### src/rtl/fpu_rsp_pkg.sv
// fpu_rsp_pkg: response type, IEEE exception flag bit positions and rounding-mode codes
package fpu_rsp_pkg;
  typedef struct packed {
    logic [63:0] data;
    logic [4:0]  flags;
  } fpu_rsp_t;
  localparam int FLAG_INVALID   = 4;
  localparam int FLAG_DIVZERO   = 3;
  localparam int FLAG_OVERFLOW  = 2;
  localparam int FLAG_UNDERFLOW = 1;
  localparam int FLAG_INEXACT   = 0;
  typedef enum logic [1:0] {
    RM_RNE = 2'b00,
    RM_RTZ = 2'b01,
    RM_RDN = 2'b10,
    RM_RUP = 2'b11
  } fpu_rm_e;
endpackage

### src/rtl/fpu_rsp_fifo.sv
// fpu_rsp_fifo: first-word-fall-through response FIFO, head entry always visible on rd_data
module fpu_rsp_fifo
  import fpu_rsp_pkg::*;
#(
  parameter int  DEPTH = 4,
  parameter type T     = fpu_rsp_t,
  localparam int AW    = $clog2(DEPTH)
) (
  input  logic        clk,
  input  logic        rst,
  input  logic        wr_en,
  input  T            wr_data,
  input  logic        rd_en,
  output T            rd_data,
  output logic        empty,
  output logic [AW:0] count
);
  logic [AW-1:0] wr_ptr_q, wr_ptr_d, rd_ptr_q, rd_ptr_d;
  logic [AW:0]   cnt_q, cnt_d;
  T              mem_q [DEPTH];
  always_comb begin
    wr_ptr_d = wr_en ? wr_ptr_q + AW'(1) : wr_ptr_q;
    rd_ptr_d = rd_en ? rd_ptr_q + AW'(1) : rd_ptr_q;
    cnt_d    = cnt_q + (AW+1)'(wr_en) - (AW+1)'(rd_en);
  end
  always_ff @(posedge clk) begin
    if (rst) begin
      wr_ptr_q <= '0;
      rd_ptr_q <= '0;
      cnt_q    <= '0;
    end else begin
      wr_ptr_q <= wr_ptr_d;
      rd_ptr_q <= rd_ptr_d;
      cnt_q    <= cnt_d;
    end
  end
  always_ff @(posedge clk) begin
    if (wr_en) mem_q[wr_ptr_q] <= wr_data;
  end
  assign rd_data = mem_q[rd_ptr_q];
  assign empty   = cnt_q == '0;
  assign count   = cnt_q;
endmodule

### src/rtl/fpu_rsp_buffer.sv
// fpu_rsp_buffer: issues requests to a fixed-latency FPU core and buffers results in order.
// Optional sticky exception-flag accumulator enabled by defining FPU_STICKY_FLAGS_EN.
module fpu_rsp_buffer
  import fpu_rsp_pkg::*;
#(
  parameter int LAT   = 2,
  parameter int DEPTH = 4
) (
  input  logic        clk,
  input  logic        rst,
  input  logic        req_valid,
  output logic        req_ready,
  input  logic [63:0] req_fpa,
  input  logic [63:0] req_fpb,
  input  logic        req_db,
  input  logic        req_sub,
  input  logic        req_fdiv,
  input  logic [1:0]  req_rm,
  output logic [63:0] fpa,
  output logic [63:0] fpb,
  output logic        db,
  output logic        normal,
  output logic        sub,
  output logic        fdiv,
  output logic [1:0]  RM,
  input  logic [63:0] fp_add_out,
  input  logic [4:0]  IEEp_add,
  output logic        rsp_valid,
  input  logic        rsp_ready,
  output logic [63:0] rsp_data,
  output logic [4:0]  rsp_flags,
  input  logic        flags_clr,
  output logic [4:0]  sticky_flags
);
  localparam int AW = $clog2(DEPTH);
  logic [63:0]    fpa_q, fpa_d, fpb_q, fpb_d;
  logic           db_q, db_d, normal_q, normal_d, sub_q, sub_d, fdiv_q, fdiv_d;
  logic [1:0]     rm_q, rm_d;
  logic [LAT-1:0] vld_q, vld_d, dbp_q, dbp_d;
  logic [4:0]     used;
  logic           accept, capture, pop, empty;
  logic [AW:0]    count;
  fpu_rsp_t       cap_rsp, head;
  always_comb begin
    used      = 5'(count) + 5'($countones(vld_q));
    req_ready = !rst && used < 5'(DEPTH);
    accept    = req_valid && req_ready;
    capture   = vld_q[LAT-1];
    rsp_valid = !rst && !empty;
    pop       = rsp_valid && rsp_ready;
    fpa_d     = accept ? req_fpa : fpa_q;
    fpb_d     = accept ? req_fpb : fpb_q;
    db_d      = accept ? req_db : db_q;
    sub_d     = accept ? req_sub : sub_q;
    fdiv_d    = accept ? req_fdiv : fdiv_q;
    rm_d      = accept ? req_rm : rm_q;
    normal_d  = accept | normal_q;
    // the precision bit travels alongside the valid bit so each capture knows its own width
    vld_d     = LAT'({vld_q, accept});
    dbp_d     = LAT'({dbp_q, req_db});
    cap_rsp   = '{data: dbp_q[LAT-1] ? fp_add_out : {32'h0, fp_add_out[31:0]}, flags: IEEp_add};
  end
  always_ff @(posedge clk) begin
    if (rst) begin
      fpa_q    <= '0;
      fpb_q    <= '0;
      db_q     <= 1'b0;
      sub_q    <= 1'b0;
      fdiv_q   <= 1'b0;
      rm_q     <= 2'b00;
      normal_q <= 1'b0;
      vld_q    <= '0;
      dbp_q    <= '0;
    end else begin
      fpa_q    <= fpa_d;
      fpb_q    <= fpb_d;
      db_q     <= db_d;
      sub_q    <= sub_d;
      fdiv_q   <= fdiv_d;
      rm_q     <= rm_d;
      normal_q <= normal_d;
      vld_q    <= vld_d;
      dbp_q    <= dbp_d;
    end
  end
  fpu_rsp_fifo #(.DEPTH(DEPTH), .T(fpu_rsp_t)) u_fifo (
    .clk(clk),
    .rst(rst),
    .wr_en(capture),
    .wr_data(cap_rsp),
    .rd_en(pop),
    .rd_data(head),
    .empty(empty),
    .count(count)
  );
  assign fpa       = fpa_q;
  assign fpb       = fpb_q;
  assign db        = db_q;
  assign normal    = normal_q;
  assign sub       = sub_q;
  assign fdiv      = fdiv_q;
  assign RM        = rm_q;
  assign rsp_data  = head.data;
  assign rsp_flags = head.flags;
`ifdef FPU_STICKY_FLAGS_EN
  logic [4:0] sticky_q, sticky_d;
  always_comb sticky_d = (flags_clr ? 5'b0 : sticky_q) | (pop ? head.flags : 5'b0);
  always_ff @(posedge clk) begin
    if (rst) sticky_q <= '0;
    else sticky_q <= sticky_d;
  end
  assign sticky_flags = sticky_q;
`else
  logic unused_clr;
  assign unused_clr   = flags_clr;
  assign sticky_flags = 5'b0;
`endif
endmodule

### config.mk
export PLATFORM = sky130hd
export DESIGN_NAME = fpu_rsp_buffer
export DESIGN_NICKNAME = d
export VERILOG_FILES = /design/src/rtl/fpu_rsp_pkg.sv /design/src/rtl/fpu_rsp_fifo.sv /design/src/rtl/fpu_rsp_buffer.sv
export SDC_FILE = /design/constraint.sdc
export NUM_CORES = 1
export LEC_CHECK = 0
export CORE_ASPECT_RATIO = 2
export CORE_MARGIN = 1
export CORE_UTILIZATION = 35
export CTS_CLUSTER_SIZE = 12
export DETAILED_ROUTE_END_ITERATION = 8
export SLEW_MARGIN = 25
export SYNTH_ARGS = -nofsm -noshare
export SYNTH_HDL_FRONTEND = slang
export SYNTH_SLANG_ARGS = --single-unit
### constraint.sdc
create_clock -name clk -period 3.1 [get_ports clk]
set_clock_uncertainty 0.05 [all_clocks]
set_input_delay 0.62 -clock clk [delete_from_list [all_inputs] [get_ports clk]]
set_output_delay 0.62 -clock clk [all_outputs]
set_load 0.02 [all_outputs]
# == Word-level counts from Yosys, hierarchy flattened ==
# Memory sizes are Yosys's and may differ from the RTL's. A register that Yosys moved wholly into a read port is not among the register bits.
# Index checks and enable logic that the tools add are counted.
# word_totals
wordCells,33
ramBits,276
ff_bits,145
memories,1
# memory_table
memory,words,word_bits,read_ports,rd_ports_with_merged_regs,wr,line_no,text
u_fifo.mem_q,4,69,1,1,1,fpu_rsp_fifo.sv:20,T mem_q [DEPTH];
# classes
n_lt_le_gt_ge,1
n_bitwise,1
n_reduce_logical,7
add_sub_neg,6
n_mux,5
# ops
op,n
two-way mux 64 bit,1
"adder 2 x 1 -> 2 bit, second input constant",2
adder 3 x 2 -> 4 bit,1
logical AND 1 bit,4
"< comparator 4 x 3 -> 1 bit, second input constant",1
two-way mux 2 bit,2
adder 3 x 1 -> 3 bit,1
zero test 3 bit,1
subtractor 3 x 1 -> 3 bit,1
adder 1 x 1 -> 2 bit,1
zero test 1 bit,2
two-way mux 1 bit,2
bitwise OR 1 bit,1

# == Logic depth before layout (Yosys ltp) ==
# Gate-level depths: netlist (run 1).
# depth
ltp_word,6
ltp_mapped,9
depth_no_buf,8

# == By module ==
# Synthesis (run 1) repeated with hierarchy kept, for this count alone.
# hier_totals
hier_cells,891
area_unflattened_um2,16061.7
# by_module_without_submodules
module,area_each_um2,n_inst,cells_per_inst,seq_area_each_um2
fpu_rsp_fifo,10400.0,1,402,8468.1
fpu_rsp_buffer,5661.7,1,489,2762.6

# == Worst setup path before layout (run 1) ==
# No wires, ideal clock.
# synth_path
path_kind,reg-to-reg
startpoint,register u_fifo.wr_ptr_q[0]
endpoint,memory u_fifo.mem_q[0][0] in the netlist's numbering (enable)
path_slack_ns,0.456
t_required_ns,2.616
stages_incl_launch_ff,4
setup_ns,0.434
arrival_ns,2.160
path_buffers,0
cell_sequence,dfxtp_1 > inv_1 > ha_1 > and2_1
# synth_lines
element,line_no,text
"start, declared",fpu_rsp_fifo.sv:18,"logic [AW-1:0] wr_ptr_q, wr_ptr_d, rd_ptr_q, rd_ptr_d;"
"start signal, assigned",fpu_rsp_fifo.sv:32,wr_ptr_q <= wr_ptr_d;
"end, declared",fpu_rsp_fifo.sv:20,
# No word-level cell before the write port.

==> results.md, run 1 <==
* RSZ-0062 raised after global routing: no
* Post-synthesis adder-cell area fraction at less than 1%
* Met2 usage at around 30%
* CTS tree: built
* Drt wl/cell at 18.3 µm
* GRT met1 Usage at between 10% and 20%
* Synth Area in Compound Gates at less than 1%
* Worst Path Arrival at ~2300 ps
* Initial core utilization at a little over a third
* Worst vdd ir at 421 µV
* CTS Sinks at 423
* Synth unique cells at 29
* CTS max path bufs at 3
* Total GRT Usage at 16.0%
* Root Buffer: clkbuf_16
* I/O Buffers at 410
* Total power at 14300 µW
* Max Cap Viol at 0
* Most frequent cells in the layout: clkdlybuf4s50_1 (408), edfxtp_1 (276), nand2b_1 (265)
* YS warnings at 0
* Fraction of layout cells with a size suffix above 1 at approximately a tenth
* Global route overflow at 0
* Met3 Use GR at approximately 5.0%
* Worst R2R Start: u_fifo.count[0]$_SDFF_PP0_
* Die Wd at 157 µm
* Post-synth top area cell: edfxtp_1
* Yosys reg bits at 423
* Initial antenna violation count at 3
* Site Rows at 113
* Sequential area share after synthesis at 67.2%
* WL final at between 30000 and 40000 µm
* Setup TNS at 0 ps
* Final instance count without filler cells at 2114
* Fin. max-slew vios at 0
* DIE HEIGHT at 311 µm
* Async set-reset flop share out of synthesis at 0%
* Drt first-iter violations at 309
* Synth top area share at 49.6%
* Clk Latency, worst-skew pair at 530 ps
* Fin Hold WS at between 300 and 400 ps
* Final min period at 2990 ps
* Post-DR vias/cell at 4.55
* CP Launch Type: register
* Top cells by area, synth: edfxtp_1 (50%), dfxtp_1 (18%), nand2b_1 (9.9%)
* Final Cell Area at 22800 µm²
* Fmax at 0.334 GHz
* Die Area at approximately 50000 µm²
* Pwr/cell area at 629 nW/µm²
* Final #Nets at approximately 1700
* Synth Area in XOR/XNOR at 0.157%
* Worst reg2reg setup slack at 810 ps
* Worst path required time at 2430 ps
* Hold Fails Final Rpt at 0
* Clock transition at path regs at 60 ps
* Vias in the first global route at just over 10000
* Via Count at approximately 9600
* Syn avg cell area at 16.0 µm²
* Critical path destination: rsp_data[58]
* Placer Congestion at around 0.74
* Post-Syn Area at between 15000 and 20000 µm²
* Post-synth EDFFs at 276
* Setup violators final at 0
* Least-Margin Pin Slew at 923 ps
* Multiplexer share of the synthesized area at 17.4%
* Post-DP HPWL at roughly 25000 µm
* Slew margin rel. at 38.5%
* Num CTS Buffers at 42
* Antenna-violating nets left at 0
* Global-route wire length before repair at 58900 µm
* Final Cycle Share at 96.5%
* Core Region at 47400 µm²
* Pin count of the biggest net entering global routing at 134
* Hold depth at 2
* TritonRoute pass-1 iters at 4
* Crit Path Category: register to output pin
* CTS H-tree lvls at 2
* Worst R2R End: fpa[39]$_SDFFE_PP0P_
* Main combinational cell family by area after synthesis: multiplexers
* Crit end category: output pin
* Maximum fanout along the worst path at 22
* Synth Flop Type: edfxtp_1
* IO Count at 417
* # placed instances at 2041
* Leakage at 0.00789 µW
* FF-to-FF path depth at 6
* Most common cell after layout, fill and taps aside: clkdlybuf4s50_1
* DRC violations left at 0
* Post-synthesis simple-gate area fraction at 12.0%
* Dpl cell area at around 22000 µm²
* Grt peak-use layer: met2
* Layout overhead on the synthesized area at 36.4%
* Syn Inst Count at 1042
* Hold/Removal Path Class: primary input to register
* Status: complete, no violations
* Hold_buf cts at 0
[kinds of logic (layout without fill, tap and decap cells)]
| kind of cell | Yosys count | after routing |
|---|---|---|
| DFF | 423 | 423 |
| and+or+nand+nor | 322 | 322 |
| muxes | 204 | 204 |
| buffers and inverters | 77 | 511 |
| adders and majority gates | 9 | 9 |
| AOI/OAI and AO/OA | 3 | 3 |
| xor gates and xnor gates | 3 | 3 |
| other | 1 | 7 |
[state kept, by name, indices dropped and copies added, names as in the netlist, named ones only]
register         flops
u_fifo.rd_ptr_q      2
dbp_q                2
db                   1
fpb                 64
u_fifo.count         3
fpa                 64
normal               1
u_fifo.mem_q       276
sub                  1
RM                   2
fdiv                 1
u_fifo.wr_ptr_q      2
vld_q                2
[timing repair]
item | in CTS | in global routing
setup endpoints to repair | 61 | 0
gates resized for setup | 1 | 0
buffers inserted | 3 | 0
[cell usage after synthesis (all sizes together) (2+ instances only)]
library cell  instances
and2                 37
buf                  28
nand2b              265
nor3                  2
dfxtp               147
xnor2                 2
inv                   7
nor2b                 6
clkbuf               42
a21oi                 2
ha                    8
mux4                 69
edfxtp              276
mux2i               134
nor3b                 2
nor2                  7
[per-stage QoR]
step	util, %	setup WS, ps
floorplan	-	456
global placement	45.6	471
detailed placement	45.6	452
CTS	48.1	13.3
global route	48.2	3.19
finish	48.2	109
[area by class of cell]
cell class              count  area (µm²)
diodes                      2        5.00
clock buffers              62        1150
clock inverters             6        33.8
fillers                  4202       24600
inverters                   7        26.3
multi-input cells         546        5110
flip-flops and latches    423       11200
well taps                 632         791
repair buffers            436        4450
[where the power goes]
group	internal, µW	switching [µW]	total, µW
sequential	6360	201	6570
clock	2540	2030	4570
combinational	1700	1510	3210
[layer usage]
metal,share of wire [%],routed length [µm]
met1,36,13900
met2,53,20500
met3,8.2,3190
met4,2.9,1130
met5,0.034,13
[worst min-delay path by stage]
stage | startpoint | endpoint | slack [ps]
global route | rst | vld_q[1]$_SDFF_PP0_ | 350
floorplan | dbp_q[0]$_SDFF_PP0_ | dbp_q[1]$_SDFF_PP0_ | 360
global placement | dbp_q[0]$_SDFF_PP0_ | dbp_q[1]$_SDFF_PP0_ | 380
finish | rst | normal$_SDFF_PP0_ | 350
CTS | rst | normal$_SDFF_PP0_ | 310
detailed placement | u_fifo.rd_ptr_q[1]$_SDFFE_PP0P_ | register | 390
[worst max-delay path, cell delays in order, from the launching register on]
cell,delay [ps]
dfxtp_4,430
buf_12,230
mux4_2,520
clkdlybuf4s50_1,590
No activity file was read; power rests on OpenSTA's default activity.
==> run 2, diff against run 1 <==
HOLD_SLACK_MARGIN = 0.08   (was not set)
==> results of run 2 <==
The final DEF is identical to that of run 1; final timing and power are the same.
